$ cat src/rtl/time_set_controller.sv
// time_set_controller: debounced two-key clock time editor (RUN -> SET_HOUR -> SET_MIN -> COMMIT).
// Optional AUTO_REPEAT_EN adds hold-to-repeat on key_inc while editing.
module time_set_controller #(
  parameter int CLK_HZ          = 50000000,
  parameter int DEBOUNCE_CYCLES = 500000
) (
  input  logic       clock_in,
  input  logic       reset,
  input  logic       key_mode,
  input  logic       key_inc,
  input  logic [4:0] cur_hour,
  input  logic [5:0] cur_min,
  output logic       run_en,
  output logic       load,
  output logic [4:0] set_hour,
  output logic [5:0] set_min,
  output logic [5:0] blink_mask,
  output logic [1:0] mode
);
  typedef enum logic [1:0] {RUN = 2'd0, SET_HOUR = 2'd1, SET_MIN = 2'd2, COMMIT = 2'd3} state_t;
  localparam logic [31:0] DB_LAST    = 32'(DEBOUNCE_CYCLES - 1);
  localparam logic [31:0] BLINK_LAST = 32'(CLK_HZ / 4 - 1);
  state_t      state_q, state_d;
  logic [1:0]  s1_q, s2_q, stable_q, stable_d, prev_q;
  logic [31:0] db_q [2];
  logic [31:0] db_d [2];
  logic [31:0] blink_cnt_q, blink_cnt_d;
  logic        phase_q, phase_d, run_en_q, run_en_d, load_q, load_d;
  logic [4:0]  set_hour_q, set_hour_d;
  logic [5:0]  set_min_q, set_min_d, mask_q, mask_d;
  logic        mode_ev, inc_press, inc_ev;
  always_comb begin
    stable_d = stable_q;
    for (int k = 0; k < 2; k++) begin
      db_d[k] = '0;
      if (s2_q[k] != stable_q[k]) begin
        if (db_q[k] == DB_LAST) stable_d[k] = s2_q[k];
        else db_d[k] = db_q[k] + 32'd1;
      end
    end
  end
  // bit 0 = mode key, bit 1 = inc key; events fire on the stable 1->0 edge only
  assign mode_ev   = prev_q[0] & ~stable_q[0];
  assign inc_press = prev_q[1] & ~stable_q[1];
`ifdef AUTO_REPEAT_EN
  logic [31:0] rep_q, rep_d;
  logic        first_q, first_d, rep_fire;
  always_comb begin
    rep_d    = '0;
    first_d  = first_q;
    rep_fire = 1'b0;
    if (inc_press) first_d = 1'b1;
    else if (!stable_q[1] && (state_q == SET_HOUR || state_q == SET_MIN)) begin
      if (rep_q == (first_q ? 32'(CLK_HZ / 2 - 1) : 32'(CLK_HZ / 8 - 1))) begin
        rep_fire = 1'b1;
        first_d  = 1'b0;
      end else rep_d = rep_q + 32'd1;
    end
  end
  always_ff @(posedge clock_in or negedge reset)
    if (!reset) begin
      rep_q   <= '0;
      first_q <= 1'b1;
    end else begin
      rep_q   <= rep_d;
      first_q <= first_d;
    end
  assign inc_ev = inc_press | rep_fire;
`else
  assign inc_ev = inc_press;
`endif
  always_comb begin
    state_d    = state_q;
    set_hour_d = set_hour_q;
    set_min_d  = set_min_q;
    run_en_d   = run_en_q;
    load_d     = 1'b0;
    case (state_q)
      RUN: if (mode_ev) begin
        state_d    = SET_HOUR;
        set_hour_d = cur_hour;
        set_min_d  = cur_min;
        run_en_d   = 1'b0;
      end
      SET_HOUR: if (mode_ev) state_d = SET_MIN;
        else if (inc_ev) set_hour_d = (set_hour_q == 5'd23) ? 5'd0 : set_hour_q + 5'd1;
      SET_MIN: if (mode_ev) begin
        state_d = COMMIT;
        load_d  = 1'b1;
      end else if (inc_ev) set_min_d = (set_min_q == 6'd59) ? 6'd0 : set_min_q + 6'd1;
      default: begin
        state_d  = RUN;
        run_en_d = 1'b1;
      end
    endcase
    blink_cnt_d = (state_d != state_q || blink_cnt_q == BLINK_LAST) ? '0 : blink_cnt_q + 32'd1;
    phase_d     = (state_d != state_q) ? 1'b0 : (blink_cnt_q == BLINK_LAST) ? ~phase_q : phase_q;
    mask_d      = !phase_d ? 6'd0 : (state_d == SET_HOUR) ? 6'b110000 :
                  (state_d == SET_MIN) ? 6'b001100 : 6'd0;
  end
  always_ff @(posedge clock_in or negedge reset)
    if (!reset) begin
      s1_q        <= 2'b11;
      s2_q        <= 2'b11;
      stable_q    <= 2'b11;
      prev_q      <= 2'b11;
      db_q[0]     <= '0;
      db_q[1]     <= '0;
      state_q     <= RUN;
      set_hour_q  <= '0;
      set_min_q   <= '0;
      run_en_q    <= 1'b1;
      load_q      <= 1'b0;
      blink_cnt_q <= '0;
      phase_q     <= 1'b0;
      mask_q      <= '0;
    end else begin
      s1_q        <= {key_inc, key_mode};
      s2_q        <= s1_q;
      stable_q    <= stable_d;
      prev_q      <= stable_q;
      db_q[0]     <= db_d[0];
      db_q[1]     <= db_d[1];
      state_q     <= state_d;
      set_hour_q  <= set_hour_d;
      set_min_q   <= set_min_d;
      run_en_q    <= run_en_d;
      load_q      <= load_d;
      blink_cnt_q <= blink_cnt_d;
      phase_q     <= phase_d;
      mask_q      <= mask_d;
    end
  assign run_en     = run_en_q;
  assign load       = load_q;
  assign set_hour   = set_hour_q;
  assign set_min    = set_min_q;
  assign blink_mask = mask_q;
  assign mode       = state_q;
endmodule
$ cat config.mk
export PLATFORM = sky130hd
export DESIGN_NAME = time_set_controller
export DESIGN_NICKNAME = d
export VERILOG_FILES = /design/src/rtl/time_set_controller.sv
export SDC_FILE = /design/constraint.sdc
export NUM_CORES = 1
export LEC_CHECK = 0
export ABC_AREA = 1
export BUFFER_PORTS_ARGS = -buffer_cell sky130_fd_sc_hd__buf_2
export CORE_MARGIN = 2
export CORE_UTILIZATION = 62
export CTS_CLUSTER_DIAMETER = 40
export DETAILED_ROUTE_END_ITERATION = 6
export PLACE_DENSITY_LB_ADDON = 0.05
export SETUP_SLACK_MARGIN = 0.5
export SLEW_MARGIN = 20
export SYNTH_ARGS = -nofsm -noshare
export SYNTH_HDL_FRONTEND = slang
export SYNTH_SLANG_ARGS = --single-unit
$ cat constraint.sdc
create_clock -name clock_in -period 2.1 [get_ports clock_in]
set_input_delay 0.105 -clock clock_in [delete_from_list [all_inputs] [get_ports clock_in]]
set_output_delay 0.105 -clock clock_in [all_outputs]
set_load 0.02 [all_outputs]
# Word level (Yosys, flattened, before mapping)
# Index checks and enable logic that the tools add are counted.
# W data, S select, Z words.
totals:
  register_bits: 126
  input_bits: 15
  output_inout_bits: 21
  word_cells: 81
classes:
  addsub: 5
  eq_ne: 17
  muxes: 28
  n_bitwise: 6
  n_reduce_logical: 10
ops:
  columns: ["cell", "count"]
  rows:
  - ["$mux W32", 5]
  - ["$add A32 B1 Y32 const B", 3]
  - ["$eq A32 B19 Y1 const B", 2]
  - ["$mux W6", 6]
  - ["$eq A32 B24 Y1 const B", 1]
  - ["$mux W5", 4]
  - ["$pmux W6 S2", 1]
  - ["$ne A2 B2 Y1 const B", 5]
  - ["$pmux W5 S2", 1]
  - ["$reduce_and A4 Y1", 2]
  - ["$add A6 B1 Y6 const B", 1]
  - ["$eq A6 B6 Y1 const B", 1]
  - ["$mux W2", 3]
  - ["$pmux W2 S3", 1]
  - ["$reduce_and A2 Y1", 3]
  - ["$add A5 B1 Y5 const B", 1]
  - ["$eq A5 B5 Y1 const B", 1]
  - ["$mux W1", 5]
  - ["$eq A2 B1 Y1 const B", 2]
  - ["$eq A2 B2 Y1 const B", 2]
  - ["$mux W4", 1]
  - ["$not A1 Y1", 4]
  - ["$reduce_bool A2 Y1", 2]
  - ["$and A1 B1 Y1", 2]
  - ["6 further kinds", 7]

# Longest topological paths before layout
# Gate-level depths: netlist (run 1).
depth:
  word_depth: 8
  mapped_depth: 11
  mapped_depth_nobuf: 10

# Least setup slack after synthesis (run 1)
# Ideal clock, no wire load.
synth_timing:
  kind: "reg2reg"
  from: "register state_q[1] (netlist: mode[1])"
  to: "register set_hour_q[3] (netlist: set_hour[3])"
  setup_time_ps: 129
  arrival_time_ps: 1681
  required_ps: 1971
  setup_slack_ps: 289
  path_stages_with_launch: 10
  n_path_buf: 1
  period_less_slack_ps: 1811
  path_cell_list: "dfrtp_1 > inv_1 > ha_1 > buf_2 > inv_1 > o21ai_0 > nor2_2 > inv_1 > a21oi_1 > a22oi_1"
synth_via:
  elab_chain_cells: 3
  elab_cells_between_ends: 8
  classes_between: "eq/ne: 4; mux: 1; reduce/logical: 3"
synth_rtl:
  columns: ["item", "line_no", "text"]
  rows:
  - ["from (decl)", "23", "state_t state_q, state_d;"]
  - ["from (signal assigned)", "124", "state_q <= state_d;"]
  - ["$eq A2 B1 Y1 / $logic_not A2 Y1 (equally long branches)", "78", "case (state_q)"]
  - ["$ne A2 B2 Y1 (no line) / $reduce_bool A2 Y1 (equally long branches)", null, null]
  - ["$reduce_and A4 Y1 (no line)", null, null]
  - ["to (signal assigned)", "125", "set_hour_q <= set_hour_d;"]
  - ["to (decl)", "29", "logic [4:0] set_hour_q, set_hour_d;"]
# Several ways; a longest one is shown, not always the timed one.
# A chain may end at the register's enable or synchronous reset.

# Final worst setup path (run 1)
layout_timing:
  from: "register state_q[0] (netlist: mode[0])"
  to: "register blink_cnt_q[9]"
layout_via:
  elab_chain_cells: 5
  elab_cells_between_ends: 10
  classes_between: "eq/ne: 3; mux: 5; reduce/logical: 2"
layout_rtl:
  columns: ["item", "line_no", "text"]
  rows:
  - ["$eq A2 B2 Y1, or another cell as far along", "78", null]
  - ["$pmux W2 S3", "78", null]
  - ["$ne A2 B2 Y1 (*)", "96", "blink_cnt_d = (state_d != state_q || blink_cnt_q == BLINK_LAST) ? '0 : blink_cnt_q + 32'd1;"]
  - ["$logic_or A1 B1 Y1 (*)", "96", null]
  - ["$mux W32 (*)", "96", null]
  - ["via blink_cnt_d[9]", "27", "logic [31:0] blink_cnt_q, blink_cnt_d;"]
  - ["to (signal assigned)", "129", "blink_cnt_q <= blink_cnt_d;"]
  - ["to (decl)", "27", null]
# Mark *: on every way through the listed nets, which the timed path passes. The rest lies on a longest branch.

==> metrics.md, run 1 <==
| Metric | Value |
|---|---|
| Arr. time, crit path | 2.15 ns |
| Xor/xnor share of the synthesized area | 8.87% |
| Unrepaired setup endpoints after global routing | yes |
| Diode count | 0 |
| Vias per inst | 5.54 |
| Netlist Area Pre-Place | 7110 sq um |
| Dpl hpwl | 11.2 mm |
| Vias in the first global route | 6359 |
| Worst Setup Start Kind | flop |
| I/O Pins | 36 |
| Post-synthesis sequential area ratio | 43.1% |
| Die Area | 12300 sq um |
| Hold Path Origin | cur_min[2] |
| Commonest non-fill, non-tap cell in the layout | nand2_1 |
| Detailed Routing Iterations Pass 1 | 6 |
| Final Hold Viols | 0 |
| Worst hold slack | 0.0284 ns |
| Crit path required time | 2.45 ns |
| Post-synthesis instance total | 959 |
| Max cap viols | 0 |
| Number of enable flip-flop cells after synthesis | 0 |
| Pwr/cell area | 615 nW/um^2 |
| Max Freq | 0.554 GHz |
| Final Total Pwr | 0.00568 W |
| FP Rows | 39 |
| Fin crit period | 1.81 ns |
| CP Capture Type | flop |
| Syn Area/Cell | 7.41 sq um |
| Worst-path clk slew | 0.06 ns |
| Final-report setup violation count | 0 |
| Largest net degree at the start of global routing | 42 |
| Initial core utilization | 62.8% |
| Post-route setup TNS | 0 ns |
| Clk_skew | 0.00581 ns |
| Total number of vias | 6753 |
| Synth Register Bits | 122 |
| Area of the core | 11300 sq um |
| PortBufs | 33 |
| Clock Latency Late Sink | 0.42 ns |
| Post-synthesis mux area share | 0% |
| Ys Warns | 0 |
| Tightest Pin Transition | 0.523 ns |
| Async S/R FF share, synth | 100% |
| Grt ovf | 0 |
| Area Growth Syn to Fin | 29.9% |
| Final Slew Violations | 0 |
| Outcome | completed |
| Tcrit/Tclk final | 86.0% |
| DRT antenna net count | 0 |
| Max transition margin | 65.1% |
| Reg2Reg Depth | 10 |
| Hold path depth | 3 |
| Final wirelength | 19.5 mm |
| CP Max Fanout | 8 |
| CTS buffer count | 17 |
| Clk Tree Root Cell | clkbuf_16 |
| Leak | 3.72 nW |
| Die extent in y | 111 um |
| Distinct cells, synth | 36 |
| Initial antenna violation count | 0 |
| Clock Sinks | 122 |
| Most frequent cells in the layout | nand2_1, nor2_1, dfrtp_1, inv_1, xor2_1 |
| All-Layer GR Usage | 29.0% |
| Worst r2r src | mode[0] |
| Critical path type | flop to flop |
| Layout cell share with drive strength beyond 1 | 24.0% |
| VDD IR-drop max | 0.000967 V |
| Die X | 111 um |
| DRC | 0 |
| Post-Synth Simple-Gate Area | 36.5% |
| DRT iter0 DRCs | 522 |
| Routability cong. | 0.937 |
| First-pass GRT wire length | 28.8 mm |
| Adder-Cell Fraction of Synth Area | 1.76% |
| Maximum root-to-sink buffer count | 2 |
| Layout net count | 1089 |
| HP Class | input port to flop |
| Top_reg_cell synth | dfrtp_1 |
| CTS tree | built |
| Area fraction in compound gates after synthesis | 2.61% |
| Main combinational cell family by area after synthesis | simple AND/OR/NAND/NOR gates |
| Worst setup path startpoint | mode[0] |
| Wire length per cell | 16.0 um |
| H-tree lvl count | 4 |
## registers in the layout, summed over array words and instances (netlist names)
signal,count
db_q,64
blink_cnt_q,32
set_min,6
set_hour,5
blink_mask,2
mode,2
prev_q,2
s1_q,2
s2_q,2
stable_q,2
load,1
phase_q,1
run_en,1
## final timing paths
kind                       slack [ns]        endpoint
min in group asynchronous        0.20      set_min[3]
max in group asynchronous        1.29        db_q[30]
setup / recovery                 0.29  blink_cnt_q[9]
hold reg to reg                  0.35         s2_q[0]
hold / removal                   0.03      set_min[2]
setup reg to reg                 0.29  blink_cnt_q[9]
## cell usage after synthesis, drive strengths merged (2+ instances only)
cell	n	share of area (%)
inv	111	5.9
o21ai	9	0.63
and3	2	0.18
a21oi	12	0.85
nand3	50	3.9
nand3b	3	0.32
xnor2	14	1.7
dfrtp	113	40
a31oi	3	0.26
dfstp	9	3.3
nor2	228	13
clkbuf	4	0.21
nor4	2	0.18
nor3	47	3.8
ha	10	1.8
nand2	251	14
a22oi	6	0.63
nand4	14	1.2
xor2	58	7.1
buf	8	0.97
## final cells by class
cell class	count	area [sq um]
clock buffers	19	443
clock inverters	13	190
fillers	689	2090
inverters	111	462
multi-input cells	715	4070
flip-flops and latches	122	3070
well taps	143	179
repair buffers	95	801
repair inverters	2	15.0
## stage by stage
stage	area, sq um	util, %	setup slack, ns	cells
after floorplan	7150	-	0.505	960
after global placement	7470	66.0	0.256	1129
after detailed placement	7470	66.0	0.165	1129
after CTS	8660	76.5	0.446	1197
after global routing	9230	81.5	0.250	1220
final	9230	81.5	0.295	1220
## critical path: stages, from the launching register on
cell       delay, ns
dfrtp_2         0.46
clkinv_4        0.12
ha_4            0.20
inv_6           0.09
nand3_4         0.12
nand3_4         0.11
nand2_4         0.06
nand2_4         0.09
nand3_4         0.09
bufbuf_16       0.29
nor2_2          0.10
## repair_timing
| action | in CTS | in global routing |
|---|---|---|
| resized for setup | 55 | 91 |
| endpoints found under the setup margin | 66 | 101 |
| hold endpoints to repair | 42 | 1 |
| pin swaps | 15 | 18 |
| cloned | 4 | 1 |
| hold buffers | 11 | 1 |
| setup buffers | 21 | 21 |
## layer usage
metal	track usage (%)	vias to the layer above	part of all wire (%)
li1	-	3186	-
met5	0	-	0
met3	6.56	88	6.3
met1	36.9	3167	41
met2	47.6	312	49
met4	13.3	0	3.8
## cells by family after synthesis
family                   count (synthesis)
other                                    1
XOR/XNOR                                72
buffers and inverters                  123
adder cells (fa/ha/maj)                 10
AND/OR/NAND/NOR                        599
flip-flops                             122
AO/OA/AOI/OAI                           32
## power breakdown
part,switching (W),leakage [nW],total (W),internal (W)
clock,0.00110,0.308,0.00313,0.00203
sequential,0.0000160,1.60,0.00238,0.00237
combinational,0.000103,1.81,0.000166,0.0000625
total,0.00122,3.72,0.00568,0.00446
Power figures use the tool's default switching activity.
==> run 2, diff against run 1 <==
--- a/config.mk
+++ b/config.mk
@@ -11,9 +11,11 @@
 export CORE_UTILIZATION = 62
 export CTS_CLUSTER_DIAMETER = 40
 export DETAILED_ROUTE_END_ITERATION = 6
-export PLACE_DENSITY_LB_ADDON = 0.05
+export MAX_ROUTING_LAYER = met4
+export PLACE_DENSITY_LB_ADDON = 0.2
 export SETUP_SLACK_MARGIN = 0.5
 export SLEW_MARGIN = 20
 export SYNTH_ARGS = -nofsm -noshare
 export SYNTH_HDL_FRONTEND = slang
 export SYNTH_SLANG_ARGS = --single-unit
+export TNS_END_PERCENT = 50
==> run 2 against run 1 <==
  * Register-to-register slack lost 0.12 ns
  * Fmax down 6.2%
  * Sequential share of layout area increased by 0.49 points
  * First-iteration DRC count increased by 82%
  * Largest cell class unchanged
==> metrics.md, run 2 (same netlist as run 1, synthesis figures left out) <==
| Metric | Value |
|---|---|
| All-Layer GR Usage | 30.8% |
| Final Slew Violations | 0 |
| Leak | 3.75 nW |
| First-pass GRT wire length | 29.6 mm |
| HP Class | input port to async pin |
| Max Freq | 0.519 GHz |
| Die extent in y | 111 um |
| Largest net degree at the start of global routing | 57 |
| DRT antenna net count | 0 |
| Detailed Routing Iterations Pass 1 | 6 |
| DRT iter0 DRCs | 949 |
| CP Max Fanout | 8 |
| DRC | 0 |
| Pwr/cell area | 594 nW/um^2 |
| Total number of vias | 7018 |
| Clk_skew | 0.00662 ns |
| Clock Sinks | 122 |
| Final-report setup violation count | 0 |
| Critical path type | flop to flop |
| Max FFs per register | 64 |
| Final Total Pwr | 0.00541 W |
| PortBufs | 33 |
| Die Area | 12300 sq um |
| Final wirelength | 21.7 mm |
| Wire length per cell | 17.8 um |
| Max cap viols | 0 |
| Grt ovf | 0 |
| Tcrit/Tclk final | 91.7% |
| Die X | 111 um |
| Layout cell share with drive strength beyond 1 | 22.8% |
| CTS tree | built |
| I/O Pins | 36 |
| FP Rows | 39 |
| Layout net count | 1091 |
| Initial core utilization | 62.8% |
| Post-route setup TNS | 0 ns |
| Commonest non-fill, non-tap cell in the layout | nand2_1 |
| Most frequent cells in the layout | nand2_1, nor2_1, dfrtp_1, inv_1, xor2_1 |
| Largest register by flop count | db_q |
| CP Capture Type | flop |
| Worst-path clk slew | 0.06 ns |
| Outcome | completed |
| Fin crit period | 1.93 ns |
| Area Growth Syn to Fin | 28.0% |
| Clock Latency Late Sink | 0.42 ns |
| Vias per inst | 5.74 |
| Vias in the first global route | 6380 |
| Initial antenna violation count | 0 |
| Clk Tree Root Cell | clkbuf_16 |
| CTS buffer count | 17 |
| VDD IR-drop max | 0.000999 V |
| Arr. time, crit path | 2.27 ns |
| Unrepaired setup endpoints after global routing | yes |
| Worst hold slack | 0.136 ns |
| Maximum root-to-sink buffer count | 2 |
| Routability cong. | 0.920 |
| Final Hold Viols | 0 |
| Crit path required time | 2.44 ns |
| Worst Setup Start Kind | flop |
| Dpl hpwl | 11.2 mm |
| H-tree lvl count | 4 |
| Reg2Reg Depth | 10 |
| Area of the core | 11300 sq um |
| Diode count | 0 |
[run 2: changes by cell type in the layout (fill, tap and decap cells not counted), moves of 3 or more]
cell	change
nand2_4	+3
a21oi_1	+3
clkbuf_8	+5
inv_2	+3
clkinv_4	-4
nor2_1	+5
nor2_2	+5
nor3_1	+6
inv_6	-5
bufinv_16	-3
nand2_1	-4
nor3_2	-6
nor2_4	-10
[run 2: worst paths after layout]
path                             endpoint        from  slack [ns]
max                        blink_cnt_q[4]     mode[1]        0.17
min                            set_min[3]       reset        0.14
max reg2reg                blink_cnt_q[4]     mode[1]        0.17
min reg2reg                       s2_q[1]     s1_q[1]        0.35
max in group asynchronous         s1_q[1]       reset        1.31
min in group clock_in          set_min[3]  cur_min[3]        0.14
[run 2: power by group]
part           internal [W]  total (W)  switching, W
Combinational     0.0000576   0.000165      0.000107
Clock               0.00181    0.00286       0.00105
Sequential          0.00237    0.00238     0.0000146
Total               0.00424    0.00541       0.00117
[run 2: layout make-up]
| cell class | count | area, sq um |
|---|---|---|
| Tap cell | 143 | 179 |
| Multi-Input combinational cell | 716 | 4000 |
| Timing Repair inverter | 2 | 15.0 |
| Timing Repair Buffer | 96 | 806 |
| Inverter | 111 | 447 |
| Fill cell | 681 | 2220 |
| Sequential cell | 122 | 3070 |
| Clock inverter | 6 | 60.1 |
| Clock buffer | 26 | 519 |
[run 2: metal layers]
layer  global-route usage (%)  part of all wire [%]  up-vias
met2                     49.5                    48      455
met1                     38.4                    38     3231
met5                        -                     0        -
met4                     12.3                   6.0        0
met3                     6.62                   8.5      131
li1                         -                     -     3201
[run 2: what timing repair did]
action | in CTS | in global routing
gates cloned | 3 | 3
setup buffers | 22 | 21
hold buffers | 13 | 0
endpoints found under the hold margin | 127 | 0
gates resized for setup | 41 | 82
pin swaps | 12 | 22
setup endpoints to repair | 72 | 111
[run 2: worst max-delay path, stage by stage (launching register included)]
cell and delay, ns:
dfrtp_2 0.47, inv_4 0.12, ha_4 0.17, nand3_2 0.16
nand3_4 0.18, nand3_4 0.11, nand2_4 0.10, nand3_4 0.11
buf_12 0.15, buf_16 0.14, nor2_2 0.12
[run 2: through the flow]
step	cells	area (sq um)	util (%)	setup slack, ns
floorplan	960	7150	-	0.505
global placement	1128	7450	65.8	0.255
detailed placement	1128	7450	65.8	0.165
CTS	1198	8570	75.7	0.442
global route	1222	9100	80.3	0.164
finish	1222	9100	80.3	0.175
